### src/rtl/vjtag_pkg.sv
// vjtag_pkg: shared definitions for the virtual-JTAG command bridge.
//   - vJTAG instruction opcodes (4-bit IR values)
//   - cmd_t: one queued application command {run, test}
package vjtag_pkg;

    localparam logic [3:0] BYPASS      = 4'hF;
    localparam logic [3:0] IDCODE      = 4'h1;
    localparam logic [3:0] READREG     = 4'h2;
    localparam logic [3:0] SETREGISTER = 4'h3;
    localparam logic [3:0] RUNTEST     = 4'h4;
    localparam logic [3:0] STATUS      = 4'h5;
    localparam logic [3:0] SETTEST     = 4'h6;
    localparam logic [3:0] WRITEREG    = 4'h7;
    localparam logic [3:0] READTXT     = 4'h8;
    localparam logic [3:0] SETTXTIDX   = 4'h9;
    localparam logic [3:0] WRITETXT    = 4'hA;
    localparam logic [3:0] RESETHI     = 4'hB;
    localparam logic [3:0] RESETLO     = 4'hC;
    localparam logic [3:0] SELTEST     = 4'hE;

    typedef struct packed {
        logic       run;   // 1 = RUNTEST, 0 = SELTEST
        logic [3:0] test;
    } cmd_t;

endpackage

### src/rtl/cmd_fifo.sv
// cmd_fifo: first-word fall-through command queue with synchronous flush.
// Ports:
//   clk, areset     system clock, async active-high reset
//   push, din       enqueue request and entry
//   accept          push was taken this cycle (a pop frees room when full)
//   pop             dequeue request (ignored when empty)
//   flush           drop all contents
//   valid, dout     head entry
//   full, level     occupancy status
module cmd_fifo
    import vjtag_pkg::*;
#(
    parameter int DEPTH = 4
) (
    input  logic                     clk,
    input  logic                     areset,
    input  logic                     push,
    input  cmd_t                     din,
    output logic                     accept,
    input  logic                     pop,
    input  logic                     flush,
    output logic                     valid,
    output cmd_t                     dout,
    output logic                     full,
    output logic [$clog2(DEPTH):0]   level
);
    localparam int AW = $clog2(DEPTH);

    cmd_t          mem [DEPTH];
    logic [AW:0]   wr_ptr, rd_ptr;
    logic          do_pop;

    assign level  = wr_ptr - rd_ptr;
    assign full   = (level == (AW+1)'(DEPTH));
    assign valid  = (level != '0);
    assign dout   = mem[rd_ptr[AW-1:0]];
    assign do_pop = pop & valid;
    // Pop is applied first, so a full FIFO still takes a push when popped.
    assign accept = push & (~full | do_pop);

    always_ff @(posedge clk or posedge areset) begin
        if (areset) begin
            wr_ptr <= '0;
            rd_ptr <= '0;
        end else if (flush) begin
            wr_ptr <= '0;
            rd_ptr <= '0;
        end else begin
            if (accept) wr_ptr <= wr_ptr + 1'b1;
            if (do_pop) rd_ptr <= rd_ptr + 1'b1;
        end
    end

    always_ff @(posedge clk) begin
        if (accept && !flush) mem[wr_ptr[AW-1:0]] <= din;
    end

endmodule

### src/rtl/vjtag_cmd_bridge.sv
// vjtag_cmd_bridge: virtual-JTAG endpoint running in the clk domain.
// Oversamples the vJTAG TAP signals, decodes IR/DR operations, owns a
// register file and text buffer, and queues RUNTEST/SELTEST commands.
// Ports:
//   clk, areset                        system clock, async active-high reset
//   tck, tdi, ir_in, v_cdr/sdr/udr/uir vJTAG inputs (asynchronous)
//   tdo                                vJTAG data out (registered)
//   app_rst_n                          application soft reset, active low
//   cmd_valid/run/test, cmd_ready      command queue head, FWFT
//   app_rd_addr, app_rd_data           register read, 1-cycle latency
//   app_wr_en/addr/data                register write
//   overflow, cmd_count                sticky drop flag, accepted commands
module vjtag_cmd_bridge
    import vjtag_pkg::*;
#(
    parameter int          DATA_W     = 32,
    parameter int          NUM_REGS   = 8,
    parameter int          TXT_DEPTH  = 32,
    parameter int          CMD_DEPTH  = 4,
    parameter logic [31:0] IDCODE_VAL = 32'h100011d3
) (
    input  logic                        clk,
    input  logic                        areset,
    input  logic                        tck,
    input  logic                        tdi,
    input  logic [3:0]                  ir_in,
    input  logic                        v_cdr,
    input  logic                        v_sdr,
    input  logic                        v_udr,
    input  logic                        v_uir,
    output logic                        tdo,
    output logic                        app_rst_n,
    output logic                        cmd_valid,
    output logic                        cmd_run,
    output logic [3:0]                  cmd_test,
    input  logic                        cmd_ready,
    input  logic [$clog2(NUM_REGS)-1:0] app_rd_addr,
    output logic [DATA_W-1:0]           app_rd_data,
    input  logic                        app_wr_en,
    input  logic [$clog2(NUM_REGS)-1:0] app_wr_addr,
    input  logic [DATA_W-1:0]           app_wr_data,
    output logic                        overflow,
    output logic [7:0]                  cmd_count
);
    localparam int AW = $clog2(NUM_REGS);
    localparam int TW = $clog2(TXT_DEPTH);
    localparam int LW = $clog2(CMD_DEPTH) + 1;

    // Two-stage synchroniser over all TAP inputs, then edge history.
    logic [9:0] sy0, sy1;
    logic       tck_s, tdi_s, cdr_s, sdr_s, udr_s, uir_s;
    logic [3:0] ir_s;
    logic       tck_s_q, udr_s_q, uir_s_q;
    logic       tck_rise, udr_rise, uir_rise;

    assign {ir_s, uir_s, udr_s, sdr_s, cdr_s, tdi_s, tck_s} = sy1;
    assign tck_rise = tck_s & ~tck_s_q;
    assign udr_rise = udr_s & ~udr_s_q;
    assign uir_rise = uir_s & ~uir_s_q;

    always_ff @(posedge clk or posedge areset) begin
        if (areset) begin
            sy0     <= '0;
            sy1     <= '0;
            tck_s_q <= 1'b0;
            udr_s_q <= 1'b0;
            uir_s_q <= 1'b0;
        end else begin
            sy0     <= {ir_in, v_uir, v_udr, v_sdr, v_cdr, tdi, tck};
            sy1     <= sy0;
            tck_s_q <= tck_s;
            udr_s_q <= udr_s;
            uir_s_q <= uir_s;
        end
    end

    logic [3:0]        opcode;
    logic [DATA_W-1:0] shift;
    logic [AW-1:0]     reg_idx;
    logic [TW-1:0]     txt_idx;
    logic [3:0]        test_buf;
    logic              tdo_upd;
    logic [DATA_W-1:0] regs [NUM_REGS];
    logic [7:0]        text [TXT_DEPTH];

    logic capture, shifting, jtag_wr;
    assign capture  = tck_rise & cdr_s;
    assign shifting = tck_rise & sdr_s;
    assign jtag_wr  = udr_rise & (opcode == WRITEREG);

    // Command queue
    logic          fifo_push, fifo_accept, fifo_flush, fifo_full;
    logic [LW-1:0] fifo_level;
    cmd_t          fifo_din, fifo_dout;

    assign fifo_push  = udr_rise & ((opcode == RUNTEST) | (opcode == SELTEST));
    assign fifo_flush = uir_rise & (ir_s == RESETLO);
    assign fifo_din   = '{run: (opcode == RUNTEST), test: test_buf};
    assign cmd_run    = fifo_dout.run;
    assign cmd_test   = fifo_dout.test;

    cmd_fifo #(.DEPTH(CMD_DEPTH)) u_fifo (
        .clk    (clk),
        .areset (areset),
        .push   (fifo_push),
        .din    (fifo_din),
        .accept (fifo_accept),
        .pop    (cmd_ready),
        .flush  (fifo_flush),
        .valid  (cmd_valid),
        .dout   (fifo_dout),
        .full   (fifo_full),
        .level  (fifo_level)
    );

    always_ff @(posedge clk or posedge areset) begin
        if (areset) begin
            opcode      <= '0;
            shift       <= '0;
            reg_idx     <= '0;
            txt_idx     <= '0;
            test_buf    <= '0;
            tdo         <= 1'b0;
            tdo_upd     <= 1'b0;
            app_rst_n   <= 1'b1;
            overflow    <= 1'b0;
            cmd_count   <= '0;
            app_rd_data <= '0;
            for (int i = 0; i < NUM_REGS; i++)  regs[i] <= '0;
            for (int i = 0; i < TXT_DEPTH; i++) text[i] <= '0;
        end else begin
            // tdo follows the shift register one clk after it moves
            tdo_upd <= capture | shifting;
            if (tdo_upd) tdo <= (opcode == BYPASS) ? tdi_s : shift[0];

            if (uir_rise) begin
                opcode <= ir_s;
                if (ir_s == RESETLO) app_rst_n <= 1'b0;
                if (ir_s == RESETHI) app_rst_n <= 1'b1;
            end

            if (capture) begin
                case (opcode)
                    IDCODE:  shift <= DATA_W'(IDCODE_VAL);
                    READREG: shift <= regs[reg_idx];
                    READTXT: begin
                        shift   <= DATA_W'(text[txt_idx]);
                        txt_idx <= txt_idx + 1'b1;
                    end
                    STATUS:  shift <= DATA_W'({fifo_level, overflow, app_rst_n, cmd_count});
                    default: ;
                endcase
            end else if (shifting) begin
                shift <= {tdi_s, shift[DATA_W-1:1]};
            end

            if (udr_rise) begin
                case (opcode)
                    SETREGISTER: if (shift < DATA_W'(NUM_REGS)) reg_idx <= shift[AW-1:0];
                    SETTXTIDX:   txt_idx <= shift[TW-1:0];
                    WRITETXT: begin
                        text[txt_idx] <= shift[7:0];
                        txt_idx       <= txt_idx + 1'b1;
                    end
                    SETTEST:     test_buf <= shift[3:0];
                    default: ;
                endcase
            end

            // JTAG write takes priority over an app write to the same index.
            for (int i = 0; i < NUM_REGS; i++) begin
                if (jtag_wr && reg_idx == AW'(i))
                    regs[i] <= shift;
                else if (app_wr_en && app_wr_addr == AW'(i))
                    regs[i] <= app_wr_data;
            end
            app_rd_data <= regs[app_rd_addr];

            // Set after clear: a drop coinciding with a STATUS read stays visible.
            if (capture && opcode == STATUS) overflow <= 1'b0;
            if (fifo_push && !fifo_accept)   overflow <= 1'b1;
            if (fifo_accept)                 cmd_count <= cmd_count + 1'b1;
        end
    end

endmodule

### config.mk
export PLATFORM = sky130hd
export DESIGN_NAME = vjtag_cmd_bridge
export DESIGN_NICKNAME = d
export VERILOG_FILES = /design/src/rtl/vjtag_pkg.sv /design/src/rtl/cmd_fifo.sv /design/src/rtl/vjtag_cmd_bridge.sv
export SDC_FILE = /design/constraint.sdc
export NUM_CORES = 2
export LEC_CHECK = 0
export ABC_AREA = 1
export BUFFER_PORTS_ARGS = -buffer_cell sky130_fd_sc_hd__clkbuf_2
export CAP_MARGIN = 15
export CORE_MARGIN = 4
export CORE_UTILIZATION = 55
export DETAILED_ROUTE_END_ITERATION = 10
export PLACE_DENSITY = 0.75
export SYNTH_ARGS = -nofsm -noshare
export SYNTH_HDL_FRONTEND = slang
export SYNTH_HIERARCHICAL = 1
export SYNTH_SLANG_ARGS = --single-unit
### constraint.sdc
create_clock -name clk -period 23.5 [get_ports clk]
set_input_delay 4.7 -clock clk [delete_from_list [all_inputs] [get_ports clk]]
set_output_delay 4.7 -clock clk [all_outputs]
set_load 0.02 [all_outputs]
==> impl_summary.log <==
INFO  metric via_per_inst = between 6 and 7
INFO  metric outcome = completed
INFO  metric instances_no_fill = slightly below 5k
INFO  metric global_route_wire_length_before_repair = 166 mm
INFO  metric placed_cells_incl_taps = about 4.8k
INFO  metric multiInputGateArea = roughly 14000 sq um
INFO  metric gp_congestion = ~0.87
INFO  metric drt_first_iter_violations = just under 4k
INFO  metric fin_tns_setup = 0 ns
INFO  metric num_rows = 90
INFO  metric core_region_area = 60400 sq um
INFO  metric clk_path_buf_depth = 3
INFO  metric root_buffer = sky130_fd_sc_hd__clkbuf_16
INFO  metric track_usage = approximately 33%
INFO  metric chipHeight = 255 um
INFO  metric via_count_of_the_first_global_routing_pass = ~29k
INFO  metric finalWirelength = 107 mm
INFO  metric timing.final.max_slew_violations = 0
INFO  metric setup_violations = 0
INFO  metric cts-resized-gates = 0
INFO  metric hold_violations = 0
INFO  metric crit_path_max_delay_family = adder cells
INFO  metric min-delay-path-class = reg2reg
INFO  metric nets = between 4k and 5k
INFO  metric cp_data_arrival_time = approximately 2.5 ns
INFO  metric drt-pass1-iter-count = 6
INFO  metric worst-endpoint-required = approximately 19 ns
INFO  metric final_cell_area = 36700 sq um
INFO  metric syn-mean-instance-area = between 8 and 9 sq um
INFO  metric critical_path.startpoint_type = flip-flop
INFO  metric pwr_density = 97.6 nW/um^2
INFO  metric dieWidth = 255 um
INFO  metric fp.dieArea = between 60000 and 70000 sq um
INFO  metric max-slew-margin-rel = 18.5%
INFO  metric worst-path-buf-inv = 2
INFO  metric critical_path.slowest_cell = sky130_fd_sc_hd__dfrtp_1
INFO  metric postSynthNetCount = about 4.3k
INFO  metric yosys_warnings = 6
INFO  metric place.detailed.hpwl = around 61 mm
INFO  metric grt_start_max_net_pins = 185
INFO  metric grt_setup_unrepaired = false
INFO  metric cts_tree = done
INFO  metric maxCapViolCount = 0
INFO  metric cts.reportedPaths.clkPinSlew = 0.06 ns
INFO  metric layout_worst_path_cycle_share = between 30 and 40%
INFO  metric initial_utilization = 55.6%
INFO  metric cts_num_sinks = roughly 650
INFO  metric syn_to_final_growth = 9.44%
INFO  metric synthesis.area = 33600 sq um
INFO  metric final_core_util = about three fifths
INFO  metric remaining_drc_errors = 0
INFO  metric critPathMaxStageDelay = approximately 0.56 ns
INFO  metric worstPathMaxFanout = 14
INFO  metric cellInternalPower = 2310 uW
INFO  metric endpoint_kind = output port
INFO  metric clock.fmax = 140 MHz
INFO  metric grt_overflow = 0
INFO  metric timing.critical_path.cells = ha_1, fa_1, nand2_1, inv_2, nand3_2, clkbuf_2
INFO  metric clock_power_share = about a third
INFO  metric pin_count = around 100
INFO  metric filler_cell_count = ~5.3k
INFO  metric vias = 30.6k
INFO  metric sequentialPowerShare = between 30% and 40%
INFO  metric total_power = between 3000 and 4000 uW
INFO  metric htreeDepth = 3
INFO  metric cts_buffers = 70
INFO  metric post_drt_wl_per_cell = ~22 um
INFO  metric clock_skew = roughly 0.025 ns
INFO  metric power.share.switching = ~36%
INFO  metric power_leakage = 0.0168 uW
INFO  metric initial_antenna_violation_count = 3
INFO  metric tightestPinTransition = ~1.2 ns
INFO  metric port-buffer-count = 100
INFO  metric register_area = ~16000 sq um
INFO  metric count_of_nets_left_with_antenna_violations_after_detail_routing = 0
INFO  metric total_switching_power = about 1300 uW
INFO  metric hold_buffers = 0
INFO  metric syn-instance-count = roughly 4.2k
INFO  metric insertion_delay = just over 0.6 ns
INFO  metric placement.cell_area = 34200 sq um
INFO  metric power_frac_comb = between 20% and 30%
INFO  metric final_period_minus_worst_setup_slack = around 7.2 ns
INFO  metric post_cts_buffers = 0
INFO  metric setup.worst_path.class = reg2out
INFO  metric share_of_layout_cells_above_drive_strength_1 = around 8.6%
INFO  metric vdd_drop_max = roughly 66 uV
==> layer usage <==
layer  GRT usage, %  up-vias  part of all wire (%)
met5              0        -                     0
met4           14.1        0                   5.0
met3           7.27      382                    10
met2           52.3     1763                    46
met1           42.9    14600                    39
li1               -    13900                     -
==> power groups by stage <==
stage | Clock [uW] | Sequential [uW] | Combinational, uW
after global placement | 0 | 1410 | 964
after detailed placement | 0 | 1410 | 978
after global routing | 1250 | 1410 | 1100
after CTS | 1200 | 1390 | 985
after floorplan | 0 | 1400 | 695
final | 1190 | 1400 | 995
==> path summary, 6_finish.rpt <==
kind / start / to / slack, ns / cells past startpoint
max: u_fifo/rd_ptr[0] / cmd_valid / 16.34 / 6
min: sy0[2] / sy1[2] / 0.35 / 0
max reg2reg: opcode[3] / regs[230] / 19.72 / 8
min reg2reg: sy0[2] / sy1[2] / 0.35 / 0
max in group asynchronous: areset / regs[66] / 16.85 / 4
min in group asynchronous: areset / u_fifo/rd_ptr[1] / 4.08 / 2
==> area by class of cell <==
| class | instances | share of cell area [%] |
|---|---|---|
| clock inverters | 18 | 0.872 |
| inverters | 498 | 5.11 |
| repair buffers | 169 | 2.85 |
| multi-input cells | 2683 | 37.8 |
| well taps | 782 | 2.66 |
| flip-flops and latches | 653 | 44.8 |
| clock buffers | 105 | 5.90 |
| diodes | 3 | 0.0204 |
==> metrics by stage <==
step / hold slack (ns) / setup slack [ns]
finish: 0.346 / 16.34
global route: 0.351 / 16.27
CTS: 0.348 / 16.34
detailed placement: 0.335 / 16.09
global placement: 0.335 / 16.07
floorplan: 0.331 / 1.24
==> flip-flops by register name, summed over array words and instances, names as in the netlist, 4 cells and up <==
| signal | flops |
|---|---|
| regs | 256 |
| text | 256 |
| app_rd_data | 32 |
| shift | 32 |
| u_fifo/mem | 20 |
| sy0 | 10 |
| sy1 | 10 |
| cmd_count | 8 |
| txt_idx | 5 |
| opcode | 4 |
| test_buf | 4 |
==> cells in the final DEF (no fill, tap or decap), drive strengths merged <==
cell and instances:
nor3 23, dfstp 1, edfxtp 20, nand2 898, o211ai 8, o21ai 512, clkinv 25, diode 3
dfrtp 632, nor4 6, a22oi 12, xnor2 1, nor2 281, xor2 9, a221oi 32, nand4 33
nand3 377, o22ai 35, a31oi 32, bufinv 8, o221ai 261, clkbuf 204, o31ai 3, o2111ai 8
a21oi 137, ha 11, buf 70, inv 480, clkinvlp 3, a211oi 1, fa 1, o21a 1
or2 1
No activity file was read; power rests on OpenSTA's default activity.
